## src/rtl/fetch_unit_pkg.sv

```systemverilog
// rtl/fetch_unit_pkg.sv - shared widths, NOP encoding and FSM encoding for the IF stage
package fetch_unit_pkg;

    localparam int DEFAULT_WORD_SIZE = 16;

    localparam logic [15:0] NOP_INSTR = 16'hF01C;

    localparam logic [1:0] ST_FETCH   = 2'd0;
    localparam logic [1:0] ST_HOLD    = 2'd1;
    localparam logic [1:0] ST_DISCARD = 2'd2;

endpackage

```

## src/rtl/fetch_unit_if.sv

```systemverilog
// rtl/fetch_unit_if.sv - instruction-memory read bus between the IF stage and memory
interface fetch_unit_if #(
  parameter int W = 16
) ();
  logic         i_readM;
  logic [W-1:0] i_address;
  logic [W-1:0] i_data;
  logic         i_inputReady;

  modport master (output i_readM, output i_address, input i_data, input i_inputReady);
  modport slave  (input i_readM, input i_address, output i_data, output i_inputReady);
endinterface

```

## src/rtl/fetch_hold_buf.sv

```systemverilog
// rtl/fetch_hold_buf.sv - one-entry skid buffer for {instr, PC, pred_PC} caught during a stall
module fetch_hold_buf #(
  parameter int W = 16
) (
  input  logic           clk,
  input  logic           reset_n,
  input  logic           load,
  input  logic           clear,
  input  logic [3*W-1:0] d,
  output logic           valid,
  output logic [3*W-1:0] q
);
  logic           valid_q, valid_d;
  logic [3*W-1:0] data_q, data_d;

  // clear wins so a redirect in the same cycle can never leave stale data marked valid
  always_comb begin
    valid_d = valid_q;
    data_d  = data_q;
    if (load) begin
      valid_d = 1'b1;
      data_d  = d;
    end
    if (clear) valid_d = 1'b0;
  end

  always_ff @(posedge clk or negedge reset_n) begin
    if (!reset_n) begin
      valid_q <= 1'b0;
      data_q  <= '0;
    end else begin
      valid_q <= valid_d;
      data_q  <= data_d;
    end
  end

  assign valid = valid_q;
  assign q     = data_q;
endmodule

```

## src/rtl/fetch_unit.sv

```systemverilog
// rtl/fetch_unit.sv - IF stage: owns PC, issues imem reads, fills IF/ID, handles stalls and redirects
// Optional fetch/flush counters are built when FETCH_STATS_EN is defined.
module fetch_unit
  import fetch_unit_pkg::*;
#(
  parameter int                   WORD_SIZE = DEFAULT_WORD_SIZE,
  parameter logic [WORD_SIZE-1:0] RESET_PC  = '0
) (
  input  logic                 clk,
  input  logic                 reset_n,
  fetch_unit_if.master         imem,
  output logic [WORD_SIZE-1:0] PC,
  input  logic [WORD_SIZE-1:0] pred_next_PC,
  input  logic                 stall_if,
  input  logic                 redirect,
  input  logic [WORD_SIZE-1:0] redirect_PC,
  output logic                 if_id_valid,
  output logic [WORD_SIZE-1:0] if_id_instr,
  output logic [WORD_SIZE-1:0] if_id_PC,
  output logic [WORD_SIZE-1:0] if_id_pred_PC,
  output logic [15:0]          num_fetched,
  output logic [15:0]          num_flush
);
  localparam int W = WORD_SIZE;

  logic [1:0]     state_q, state_d;
  logic [W-1:0]   pc_q, pc_d, req_addr_q, req_addr_d;
  logic           readm_q, readm_d;
  logic           vld_q, vld_d;
  logic [W-1:0]   instr_q, instr_d, ifpc_q, ifpc_d, ifpred_q, ifpred_d;
  logic           ifid_load, buf_load, buf_clear, buf_valid;
  logic [3*W-1:0] ld_data, buf_q, cap_data;

  assign cap_data = {imem.i_data, req_addr_q, pred_next_PC};

  fetch_hold_buf #(.W(W)) u_hold_buf (
    .clk     (clk),
    .reset_n (reset_n),
    .load    (buf_load),
    .clear   (buf_clear),
    .d       (cap_data),
    .valid   (buf_valid),
    .q       (buf_q)
  );

  always_comb begin
    state_d    = state_q;
    pc_d       = pc_q;
    req_addr_d = req_addr_q;
    readm_d    = readm_q;
    vld_d      = vld_q;
    instr_d    = instr_q;
    ifpc_d     = ifpc_q;
    ifpred_d   = ifpred_q;
    ifid_load  = 1'b0;
    ld_data    = cap_data;
    buf_load   = 1'b0;
    buf_clear  = 1'b0;
    case (state_q)
      ST_FETCH: begin
        if (redirect) begin
          pc_d      = redirect_PC;
          vld_d     = 1'b0;
          buf_clear = 1'b1;
          // an outstanding read must still complete on the bus before refetching
          if (readm_q && !imem.i_inputReady) state_d = ST_DISCARD;
          else readm_d = 1'b0;
        end else if (readm_q && imem.i_inputReady) begin
          readm_d = 1'b0;
          if (stall_if) begin
            buf_load = 1'b1;
            state_d  = ST_HOLD;
          end else begin
            ifid_load = 1'b1;
          end
        end else begin
          if (!readm_q) begin
            readm_d    = 1'b1;
            req_addr_d = pc_q;
          end
          if (!stall_if) vld_d = 1'b0;
        end
      end
      ST_HOLD: begin
        if (redirect) begin
          pc_d      = redirect_PC;
          vld_d     = 1'b0;
          buf_clear = 1'b1;
          state_d   = ST_FETCH;
        end else if (!stall_if && buf_valid) begin
          ifid_load = 1'b1;
          ld_data   = buf_q;
          buf_clear = 1'b1;
          state_d   = ST_FETCH;
        end
      end
      ST_DISCARD: begin
        if (redirect) begin
          pc_d      = redirect_PC;
          vld_d     = 1'b0;
          buf_clear = 1'b1;
        end
        if (imem.i_inputReady) begin
          readm_d = 1'b0;
          state_d = ST_FETCH;
        end
      end
      default: state_d = ST_FETCH;
    endcase
    // every IF/ID load also advances PC to the predicted successor
    if (ifid_load) begin
      vld_d                       = 1'b1;
      {instr_d, ifpc_d, ifpred_d} = ld_data;
      pc_d                        = ld_data[W-1:0];
    end
  end

  always_ff @(posedge clk or negedge reset_n) begin
    if (!reset_n) begin
      state_q    <= ST_FETCH;
      pc_q       <= RESET_PC;
      req_addr_q <= RESET_PC;
      readm_q    <= 1'b0;
      vld_q      <= 1'b0;
      instr_q    <= W'(NOP_INSTR);
      ifpc_q     <= '0;
      ifpred_q   <= '0;
    end else begin
      state_q    <= state_d;
      pc_q       <= pc_d;
      req_addr_q <= req_addr_d;
      readm_q    <= readm_d;
      vld_q      <= vld_d;
      instr_q    <= instr_d;
      ifpc_q     <= ifpc_d;
      ifpred_q   <= ifpred_d;
    end
  end

`ifdef FETCH_STATS_EN
  logic [15:0] num_fetched_q, num_fetched_d, num_flush_q, num_flush_d;

  always_comb begin
    num_fetched_d = num_fetched_q + {15'd0, ifid_load};
    num_flush_d   = num_flush_q + {15'd0, redirect};
  end

  always_ff @(posedge clk or negedge reset_n) begin
    if (!reset_n) begin
      num_fetched_q <= '0;
      num_flush_q   <= '0;
    end else begin
      num_fetched_q <= num_fetched_d;
      num_flush_q   <= num_flush_d;
    end
  end

  assign num_fetched = num_fetched_q;
  assign num_flush   = num_flush_q;
`else
  assign num_fetched = '0;
  assign num_flush   = '0;
`endif

  assign imem.i_readM   = readm_q;
  assign imem.i_address = req_addr_q;
  assign PC             = pc_q;
  assign if_id_valid    = vld_q;
  assign if_id_instr    = instr_q;
  assign if_id_PC       = ifpc_q;
  assign if_id_pred_PC  = ifpred_q;
endmodule

```

## src/flat_wrapper.sv

```systemverilog
// flat-port wrapper written by rule: the top's interface ports become plain ports
module fetch_unit_flat import fetch_unit_pkg::*;
#(
  parameter int                   WORD_SIZE = DEFAULT_WORD_SIZE,
  parameter logic [WORD_SIZE-1:0] RESET_PC  = '0
)
  (clk, reset_n, PC, pred_next_PC, stall_if, redirect, redirect_PC, if_id_valid, if_id_instr, if_id_PC, if_id_pred_PC, num_fetched, num_flush, imem_i_readM, imem_i_address, imem_i_data, imem_i_inputReady);
  fetch_unit_if #(.W(16)) imem_i ();
  input  logic clk;
  input  logic reset_n;
  output logic [WORD_SIZE-1:0] PC;
  input  logic [WORD_SIZE-1:0] pred_next_PC;
  input  logic stall_if;
  input  logic redirect;
  input  logic [WORD_SIZE-1:0] redirect_PC;
  output logic if_id_valid;
  output logic [WORD_SIZE-1:0] if_id_instr;
  output logic [WORD_SIZE-1:0] if_id_PC;
  output logic [WORD_SIZE-1:0] if_id_pred_PC;
  output logic [15:0] num_fetched;
  output logic [15:0] num_flush;
  output wire logic [$bits(imem_i.i_readM)-1:0] imem_i_readM;
  output wire logic [$bits(imem_i.i_address)-1:0] imem_i_address;
  input wire logic [$bits(imem_i.i_data)-1:0] imem_i_data;
  input wire logic [$bits(imem_i.i_inputReady)-1:0] imem_i_inputReady;
  assign imem_i_readM = imem_i.i_readM;
  assign imem_i_address = imem_i.i_address;
  assign imem_i.i_data = imem_i_data;
  assign imem_i.i_inputReady = imem_i_inputReady;
  fetch_unit #(.WORD_SIZE(WORD_SIZE), .RESET_PC(RESET_PC)) u_core (.clk(clk), .reset_n(reset_n), .imem(imem_i), .PC(PC), .pred_next_PC(pred_next_PC), .stall_if(stall_if), .redirect(redirect), .redirect_PC(redirect_PC), .if_id_valid(if_id_valid), .if_id_instr(if_id_instr), .if_id_PC(if_id_PC), .if_id_pred_PC(if_id_pred_PC), .num_fetched(num_fetched), .num_flush(num_flush));
endmodule
```

## config.mk

```make
export PLATFORM = sky130hd
export DESIGN_NAME = fetch_unit_flat
export DESIGN_NICKNAME = d
export VERILOG_FILES = /design/src/rtl/fetch_unit_pkg.sv /design/src/rtl/fetch_unit_if.sv /design/src/rtl/fetch_hold_buf.sv /design/src/rtl/fetch_unit.sv /design/src/flat_wrapper.sv
export SDC_FILE = /design/constraint.sdc
export NUM_CORES = 1
export LEC_CHECK = 0
export ABC_AREA = 1
export BUFFER_PORTS_ARGS = -buffer_cell sky130_fd_sc_hd__buf_2
export CAP_MARGIN = 20
export CORE_UTILIZATION = 50
export CTS_CLUSTER_DIAMETER = 40
export DETAILED_ROUTE_END_ITERATION = 16
export PLACE_DENSITY = 0.85
export SLEW_MARGIN = 5
export SYNTH_ARGS = -nofsm -noshare
export SYNTH_HDL_FRONTEND = slang
export SYNTH_HIERARCHICAL = 1
export SYNTH_SLANG_ARGS = --single-unit
```

## constraint.sdc

```tcl
create_clock -name clk -period 2.35 [get_ports clk]
set_clock_uncertainty 0.05 [all_clocks]
set_input_delay 0.3525 -clock clk [delete_from_list [all_inputs] [get_ports clk]]
set_output_delay 0.3525 -clock clk [all_outputs]
set_load 0.1 [all_outputs]
```

# [After elaboration in Yosys (flattened, before gate mapping)]
# Cells that the tools add are included.
[word_totals] regBits=133 input_bits=53 output_inout_bits=114 elab_cells=83
[op_classes] eq_ne=11 mux=40 bitwise_logic=3 reduce_logical=19
[ops] op="$mux 48" count=3
[ops] op="$mux 16" count=3
[ops] op="$mux 1" count=22
[ops] op="$mux 2" count=7
[ops] op="$ne 3x2->1 const B" count=3
[ops] op="$ne 4x3->1 const B" count=2
[ops] op="$pmux 1 s2" count=4
[ops] op="$reduce_and 4->1" count=2
[ops] op="$reduce_bool 2->1" count=4
[ops] op="$ne 3x3->1 const B" count=2
[ops] op="$pmux 2 s3" count=1
[ops] op="$reduce_and 5->1" count=1
[ops] op="$reduce_or 2->1" count=2
[ops] op="$logic_and 1x1->1" count=3
[ops] op="$ne 3x1->1 const B" count=1
[ops] op="$not 1->1" count=3
[ops] op="$reduce_and 3->1" count=1
[ops] op="$reduce_bool 3->1" count=1
[ops] op="$reduce_or 3->1" count=1
[ops] op="$eq 2x1->1 const B" count=1
[ops] op="$eq 2x2->1 const B" count=1
[ops] op="$logic_not 1->1" count=2
[ops] op="$logic_not 2->1" count=1
[ops] op="$ne 2x2->1 const B" count=1
[ops] op="$reduce_and 2->1" count=1

# [Depth between registers and ports, before layout]
# Gate-level depths: netlist (run 1).
[logic_depth] ltp_word=7 ltp_mapped=13 mapped_depth_nobuf=11

# [By module]
# Netlist (run 1), hierarchy kept.
[by_module_without_submodules] mod="fetch_unit" instances=1 cells_each=528 area_each_um2=4329.2 seq_area_each_um2=2110.8
[by_module_without_submodules] mod="fetch_hold_buf" instances=1 cells_each=207 area_each_um2=1860.5 seq_area_each_um2=1226.2

# [Worst setup path after synthesis (run 1)]
# OpenSTA, ideal clock, no wires.
[synth_timing] kind="register -> register" start="register u_core.readm_q, in the netlist u_core/imem.i_readM" end="register u_core.pc_q[10], in the netlist u_core/PC[10]" setup_ns=0.068 t_arrival_ns=1.990 required_ns=2.232 path_slack_ns=0.242 path_stages_with_launch=10 n_path_buf=1 synth_period_minus_slack_ns=2.108 path_cell_list="dfrtp_1 > nand2_1 > inv_1 > nand3_2 > nand3_1 > nand2_2 > inv_2 > buf_2 > nand2_1 > nand2_1"
[synth_via] elab_chain_cells=6 elab_cells_between_ends=8 cone_classes="4 x mux; 4 x reduce/logical"
[synth_lines] item="start: declaration" line_no="fetch_unit.sv:28" rtl="logic readm_q, readm_d;"
[synth_lines] item="start signal: assignment" line_no="fetch_unit.sv:132" rtl="readm_q <= readm_d;"
[synth_lines] item="$logic_and 1x1->1 *" line_no="fetch_unit.sv:68" rtl="end else if (readm_q && imem.i_inputReady) begin"
[synth_lines] item="$mux 1 *" line_no="fetch_unit.sv:68"
[synth_lines] item="$mux 1 *" line_no="fetch_unit.sv:61" rtl="if (redirect) begin"
[synth_lines] item="$pmux 1 s2 *" line_no="fetch_unit.sv:59" rtl="case (state_q)"
[synth_lines] item="$reduce_bool 2->1 (no source line)"
[synth_lines] item="$reduce_and 2->1 (no source line)"
[synth_lines] item="end signal: assignment" line_no="fetch_unit.sv:130" rtl="pc_q <= pc_d;"
[synth_lines] item="end: declaration" line_no="fetch_unit.sv:27" rtl="logic [W-1:0] pc_q, pc_d, req_addr_q, req_addr_d;"
# Mark *: on every way between the ends. The rest lies on a longest branch, timed or not.
# A chain may end at the register's enable or synchronous reset.

# [Worst setup path after layout (run 1)]
[layout_timing] start="register u_core.state_q[0]" end="register u_core.u_hold_buf.data_q[29], in the netlist u_core/u_hold_buf/q[29]"
[layout_via] elab_chain_cells=2
[layout_lines] item="start: declaration" line_no="fetch_unit.sv:26" rtl="logic [1:0] state_q, state_d;"
[layout_lines] item="start signal: assignment" line_no="fetch_unit.sv:129" rtl="state_q <= state_d;"
[layout_lines] item="$logic_not 2->1" line_no="fetch_unit.sv:59"
[layout_lines] item="$mux 1" line_no="fetch_unit.sv:59"
[layout_lines] item="via u_core.buf_load" line_no="fetch_unit.sv:31" rtl="logic ifid_load, buf_load, buf_clear, buf_valid;"
[layout_lines] item="end signal: assignment" line_no="fetch_hold_buf.sv:33" rtl="data_q <= data_d;"
[layout_lines] item="end: declaration" line_no="fetch_hold_buf.sv:14" rtl="logic [3*W-1:0] data_q, data_d;"
# The timed path passes the listed nets, and every way through them passes these cells.

==> summary.txt, run 1 <==
Final layout
  – Final Util: 61.9%
  – # fillers: 1053
  – Share of cells above drive strength 1: 24.3%
  – Area Growth Syn to Fin: 20.6%
  – Final nets: 913
  – Diodes inserted: 0

Critical path
  – CP Cell Sequence: inv_1 > ha_1 > inv_1 > nor2_2 > nand2_1 > nor2_4 > buf_4 > nand2_1 > nand2_1
  – Flop-to-flop setup slack: 0.27 ns
  – R2R Path Start: u_core/state_q[0]
  – Critical path type: reg -> reg
  – Worst r2r path cells: 9
  – CP max stage delay: 0.41 ns
  – Worst-path fanout max: 28
  – Worst path top cell family by delay: simple AND/OR/NAND/NOR gates
  – Most frequent CP cell: nand2_1
  – CP required: 2.65 ns
  – Worst setup SP type: register
  – Reg2Reg Capture Point: u_core/u_hold_buf/q[29]
  – Worst setup EP type: register
  – Worst Path Buf+Inv: 3
  – Slowest cell on the critical path: dfrtp_1
  – Arrival time of the worst setup path: 2.38 ns

Clocking
  – CTS Root Cell: clkbuf_16
  – CTS tree: yes
  – CTS H-Tree Depth: 4
  – Clk buf depth: 2
  – Clk slew on worst S/H paths: 0.06 ns
  – CTS buffer count: 17
  – TritonCTS sink count: 133
  – Clock Latency Late Sink: 0.42 ns

Global route
  – Pin count of the biggest net entering global routing: 65
  – First-pass GRT wire length: 24.0 mm
  – Total Routing Usage GR: 24.0%
  – Vias in the first global route: 4815
  – Overflow after GRT: 0
  – Antenna violations before repair: 0

Timing
  – Final period util: 88.4%
  – Final setup fails: 0
  – Slew Viols, Final: 0
  – TNS Setup: 0 ns
  – Final hold vios: 0
  – Max Clk Rate: 0.482 GHz
  – RSZ-0062 raised after global routing: no
  – Max transition margin: 61.7%
  – Crit path time final: 2.08 ns
  – Worst slew pin tran: 0.575 ns

Floorplan
  – Vert. Die Dim: 113 um
  – Core Footprint: 12100 um^2
  – Die area: 12800 um^2
  – Number of top-level pins: 167
  – Initial core utilization: 51.3%
  – Core Rows: 40
  – Die W: 113 um

Place
  – Final HPWL DP: 9.52 mm
  – GP Congestion: 0.868
  – Port bufs: 134

Worst hold path
  – Hold Path Stages: 3
  – Hold Startpoint: pred_next_PC[6]
  – Hold WC Path Type: in -> reg
  – Hold EP: u_core/u_hold_buf/q[6]

Outcome
  – Run status: finished clean

Drt
  – Drt first pass iters: 5
  – Total Routed Length: 14.5 mm
  – 1st-iter DRT viols: 337
  – Antenna Nets Post-Route: 0
  – Via count: 5134
  – DRC viols: 0
  – Via density: 4.95
  – Wirelength per Cell: 13.9 um

Synthesis
  – Synth unique cells: 24
  – Synth warnings: 6
  – Sequential fraction of the synthesis area: 53.9%
  – Mapped Area: 6190 um^2
  – Synth Area per Inst: 8.42 um^2
  – #FFs+latches synth: 133
  – Synth Instances: 735

Flow run
  – # Max-Cap Violations: 0
==> cells in the mapped netlist <==
| cell | number | area, um^2 |
|---|---|---|
| nor2_2 | 2 | 12.5 |
| mux2_2 | 16 | 180 |
| inv_2 | 2 | 7.51 |
| nand2_4 | 1 | 11.3 |
| clkbuf_1 | 7 | 26.3 |
| ha_1 | 4 | 50.1 |
| nand3_1 | 86 | 430 |
| buf_4 | 41 | 308 |
| o21ai_0 | 5 | 25.0 |
| nor2_1 | 41 | 154 |
| conb_1 | 1 | 3.75 |
| o211a_1 | 1 | 10.0 |
| nor3_1 | 1 | 5.00 |
| dfrtp_1 | 126 | 3150 |
| buf_6 | 4 | 45.0 |
| a21oi_1 | 1 | 5.00 |
| nand3_2 | 1 | 10.0 |
| nand2_1 | 314 | 1180 |
| a31oi_1 | 32 | 200 |
| buf_2 | 22 | 110 |
| buf_1 | 2 | 7.51 |
| dfstp_2 | 7 | 184 |
| nand2_2 | 2 | 12.5 |
| inv_1 | 16 | 60.1 |
==> routing by layer <==
| metal | track usage, % | routed length (um) |
|---|---|---|
| met5 | 0 | 0 |
| met4 | 10.4 | 255 |
| met2 | 38.5 | 6940 |
| met1 | 32.1 | 6550 |
| met3 | 4.39 | 709 |
==> through the flow <==
stage | instances | setup slack (ns) | hold slack [ns] | area (um^2)
floorplan | 766 | 0.242 | 0.00691 | 6310
global placement | 1004 | 0.443 | 0.317 | 6840
detailed placement | 1004 | 0.300 | 0.318 | 6840
CTS | 1037 | 0.241 | 0.0810 | 7460
global route | 1037 | 0.0948 | 0.0964 | 7460
finish | 1037 | 0.273 | 0.0984 | 7460
==> cell usage in the layout, fill, tap and decap left out, types with 16 or more instances in the layout <==
| cell type | count |
|---|---|
| nand2_1 | 313 |
| dfrtp_1 | 126 |
| nand3_1 | 86 |
| a31oi_1 | 32 |
| inv_1 | 16 |
| nor2_1 | 39 |
| buf_2 | 133 |
| mux2_2 | 16 |
| conb_1 | 32 |
| clkbuf_16 | 17 |
==> sequential cells by signal, summed over array words and instances, names as in the netlist <==
register	count
u_core/if_id_valid	1
u_core/imem.i_address	16
u_core/u_hold_buf/valid	1
u_core/state_q	2
u_core/PC	16
u_core/if_id_PC	16
u_core/if_id_instr	16
u_core/if_id_pred_PC	16
u_core/imem.i_readM	1
u_core/u_hold_buf/q	48
==> how the worst max path moves through the flow <==
stage	start	end	cells past startpoint
after floorplan	u_core/imem.i_readM	u_core/PC[10]	9
after global routing	u_core/state_q[0]	u_core/u_hold_buf/q[38]	9
after detailed placement	u_core/state_q[0]	u_core/u_hold_buf/q[45]	9
after global placement	u_core/state_q[1]	u_core/PC[15]	11
after CTS	u_core/state_q[0]	u_core/u_hold_buf/q[45]	9
final	u_core/state_q[0]	u_core/u_hold_buf/q[29]	9
==> kinds of logic (layout without fill, tap and decap cells) <==
| logic type | after synthesis | after routing | synth area share (%) |
|---|---|---|---|
| simple gates | 448 | 448 | 29.3 |
| flops | 133 | 133 | 53.9 |
| buf+inv | 94 | 197 | 9.12 |
| compound gates | 39 | 39 | 3.88 |
| mux | 16 | 16 | 2.91 |
| fa+ha+maj | 4 | 4 | 0.809 |
| other cells | 1 | 32 | 0.0606 |
==> repair_timing <==
action / 4_1_cts / 5_1_grt
hold endpoints to repair: 52 / 0
hold buffers: 1 / 0
gates resized for setup: 0 / 2
buffers inserted: 0 / 0
setup endpoints to repair: 0 / 1
==> worst min-delay path, stage by stage <==
cell and delay (ns):
buf_2 0.09, nand2_1 0.05, nand2_1 0.05
==> layout make-up <==
type	instances	area, um^2	share of cell area [%]
inverters	18	70.1	0.939
well taps	168	210	2.82
flip-flops and latches	133	3340	44.7
clock inverters	12	154	2.06
repair buffers	147	802	10.7
multi-input cells	539	2430	32.6
clock buffers	20	457	6.12
Power of run 1 is not shown: default switching activity piles up to over one toggle a cycle in this logic, so the estimate is an artifact.
==> inputs of run 2 (changes only) <==
- REMOVE_ABC_BUFFERS: unset -> 1
==> summary.txt, run 2 (synthesized netlist as in run 1, its figures left out) <==
Global route
  – Total Routing Usage GR: 25.1%
  – Pin count of the biggest net entering global routing: 66
  – Met2 GRT Util: 41.6%
  – Grt peak-use layer: met2
  – Antenna violations before repair: 0
  – Vias in the first global route: 5130
  – Met1 Resource Use GR: 32.3%
  – First-pass GRT wire length: 24.9 mm
  – Overflow after GRT: 0
  – Grt met3 use: 4.87%

Flow run
  – # Max-Cap Violations: 0

Critical path
  – Reg2Reg Capture Point: u_core/u_hold_buf/q[45]
  – Worst Path Buf+Inv: 3
  – Worst path top cell family by delay: buffers and inverters
  – CP Cell Sequence: inv_1 > ha_1 > inv_1 > nor2_2 > nand2_1 > nor2_4 > inv_2 > nand2_1 > nand2_1
  – Critical path type: reg -> reg
  – Worst setup EP type: register
  – Most frequent CP cell: nand2_1
  – CP required: 2.65 ns
  – R2R Path Start: u_core/state_q[0]
  – Slowest cell on the critical path: inv_2
  – Flop-to-flop setup slack: 0.27 ns
  – CP max stage delay: 0.64 ns
  – Worst-path fanout max: 48
  – Worst setup SP type: register
  – Arrival time of the worst setup path: 2.38 ns
  – Worst r2r path cells: 9

Drt
  – Wirelength per Cell: 14.2 um
  – Total Routed Length: 14.8 mm
  – Antenna Nets Post-Route: 0
  – Via density: 5.00
  – Via count: 5196
  – 1st-iter DRT viols: 433
  – DRC viols: 0
  – Drt first pass iters: 4

Place
  – GP Congestion: 0.865
  – Port bufs: 134
  – Final HPWL DP: 9.24 mm

Final layout
  – Largest register FFs: 48
  – Most common cell after layout, fill and taps aside: nand2_1
  – Final nets: 916
  – Share of cells above drive strength 1: 24.4%
  – Diodes inserted: 0
  – Area Growth Syn to Fin: 21.1%
  – Final Util: 62.1%
  – Most frequent cells in the layout: nand2_1 (313), buf_2 (133), dfrtp_1 (126)

Clocking
  – CTS tree: yes
  – TritonCTS sink count: 133
  – CTS Root Cell: clkbuf_16
  – Post-cts sizing count: 0
  – CTS buffer count: 17
  – CTS H-Tree Depth: 4
  – Clock Latency Late Sink: 0.41 ns
  – Clk buf depth: 2
  – Clk slew on worst S/H paths: 0.06 ns

Timing
  – Final setup fails: 0
  – Slew Viols, Final: 0
  – Worst slew pin tran: 0.882 ns
  – TNS Setup: 0 ns
  – Max Clk Rate: 0.481 GHz
  – Max transition margin: 41.1%
  – Final hold vios: 0
  – Crit path time final: 2.08 ns
  – Final period util: 88.4%
  – RSZ-0062 raised after global routing: no

Outcome
  – Run status: finished clean

Floorplan
  – Die W: 113 um
  – Initial core utilization: 51.3%
  – Die area: 12800 um^2
  – Core Footprint: 12100 um^2
  – Vert. Die Dim: 113 um
  – Number of top-level pins: 167
  – Core Rows: 40

Worst hold path
  – Hold Path Stages: 3
  – Hold Startpoint: pred_next_PC[11]
  – Hold WC Path Type: in -> reg
  – Hold EP: u_core/u_hold_buf/q[11]
run 2: timing repair:
action,CTS,global route
hold buffers,1,0
setup buffers,0,0
hold endpoints to repair,58,0
run 2: area by class of cell:
| type | instances | area, um^2 |
|---|---|---|
| Fill cell | 1056 | 4570 |
| Sequential cell | 133 | 3340 |
| Multi-Input combinational cell | 539 | 2430 |
| Timing Repair Buffer | 150 | 825 |
| Clock buffer | 24 | 502 |
| Tap cell | 168 | 210 |
| Clock inverter | 8 | 120 |
| Inverter | 18 | 67.6 |
run 2: per-layer routing:
layer	vias to the layer above	part of all wire, %
met5	-	0
li1	2531	-
met2	182	49
met4	0	2.0
met1	2459	44
met3	24	4.9
run 2: how the worst max path moves through the flow:
stage	start	to	slack (ns)	depth (start not counted)
5_1_grt	u_core/state_q[0]	u_core/u_hold_buf/q[44]	0.10	9
2_1_floorplan	u_core/state_q[1]	u_core/PC[0]	-2.97	10
4_1_cts	u_core/state_q[0]	u_core/u_hold_buf/q[45]	0.27	9
3_3_place_gp	u_core/state_q[0]	u_core/u_hold_buf/q[27]	0.41	9
6_report	u_core/state_q[0]	u_core/u_hold_buf/q[45]	0.27	9
3_5_place_dp	u_core/state_q[0]	u_core/u_hold_buf/q[29]	0.30	9
run 2: worst reg2reg max path, cell delays in order, from the launching register on:
cell	delay [ns]
dfrtp_1	0.39
inv_1	0.08
ha_1	0.25
inv_1	0.08
nor2_2	0.06
nand2_1	0.13
nor2_4	0.05
inv_2	0.64
nand2_1	0.17
nand2_1	0.11
run 2: through the flow:
step | instance area, um^2 | std cells | setup WS, ns | hold slack [ns]
CTS | 7490 | 1040 | 0.272 | 0.0889
floorplan | 5810 | 690 | -2.97 | 0.00691
global route | 7490 | 1040 | 0.101 | 0.103
global placement | 6860 | 1007 | 0.414 | 0.339
detailed placement | 6860 | 1007 | 0.298 | 0.338
finish | 7490 | 1040 | 0.272 | 0.105
Power of run 2 is left out for the same reason.
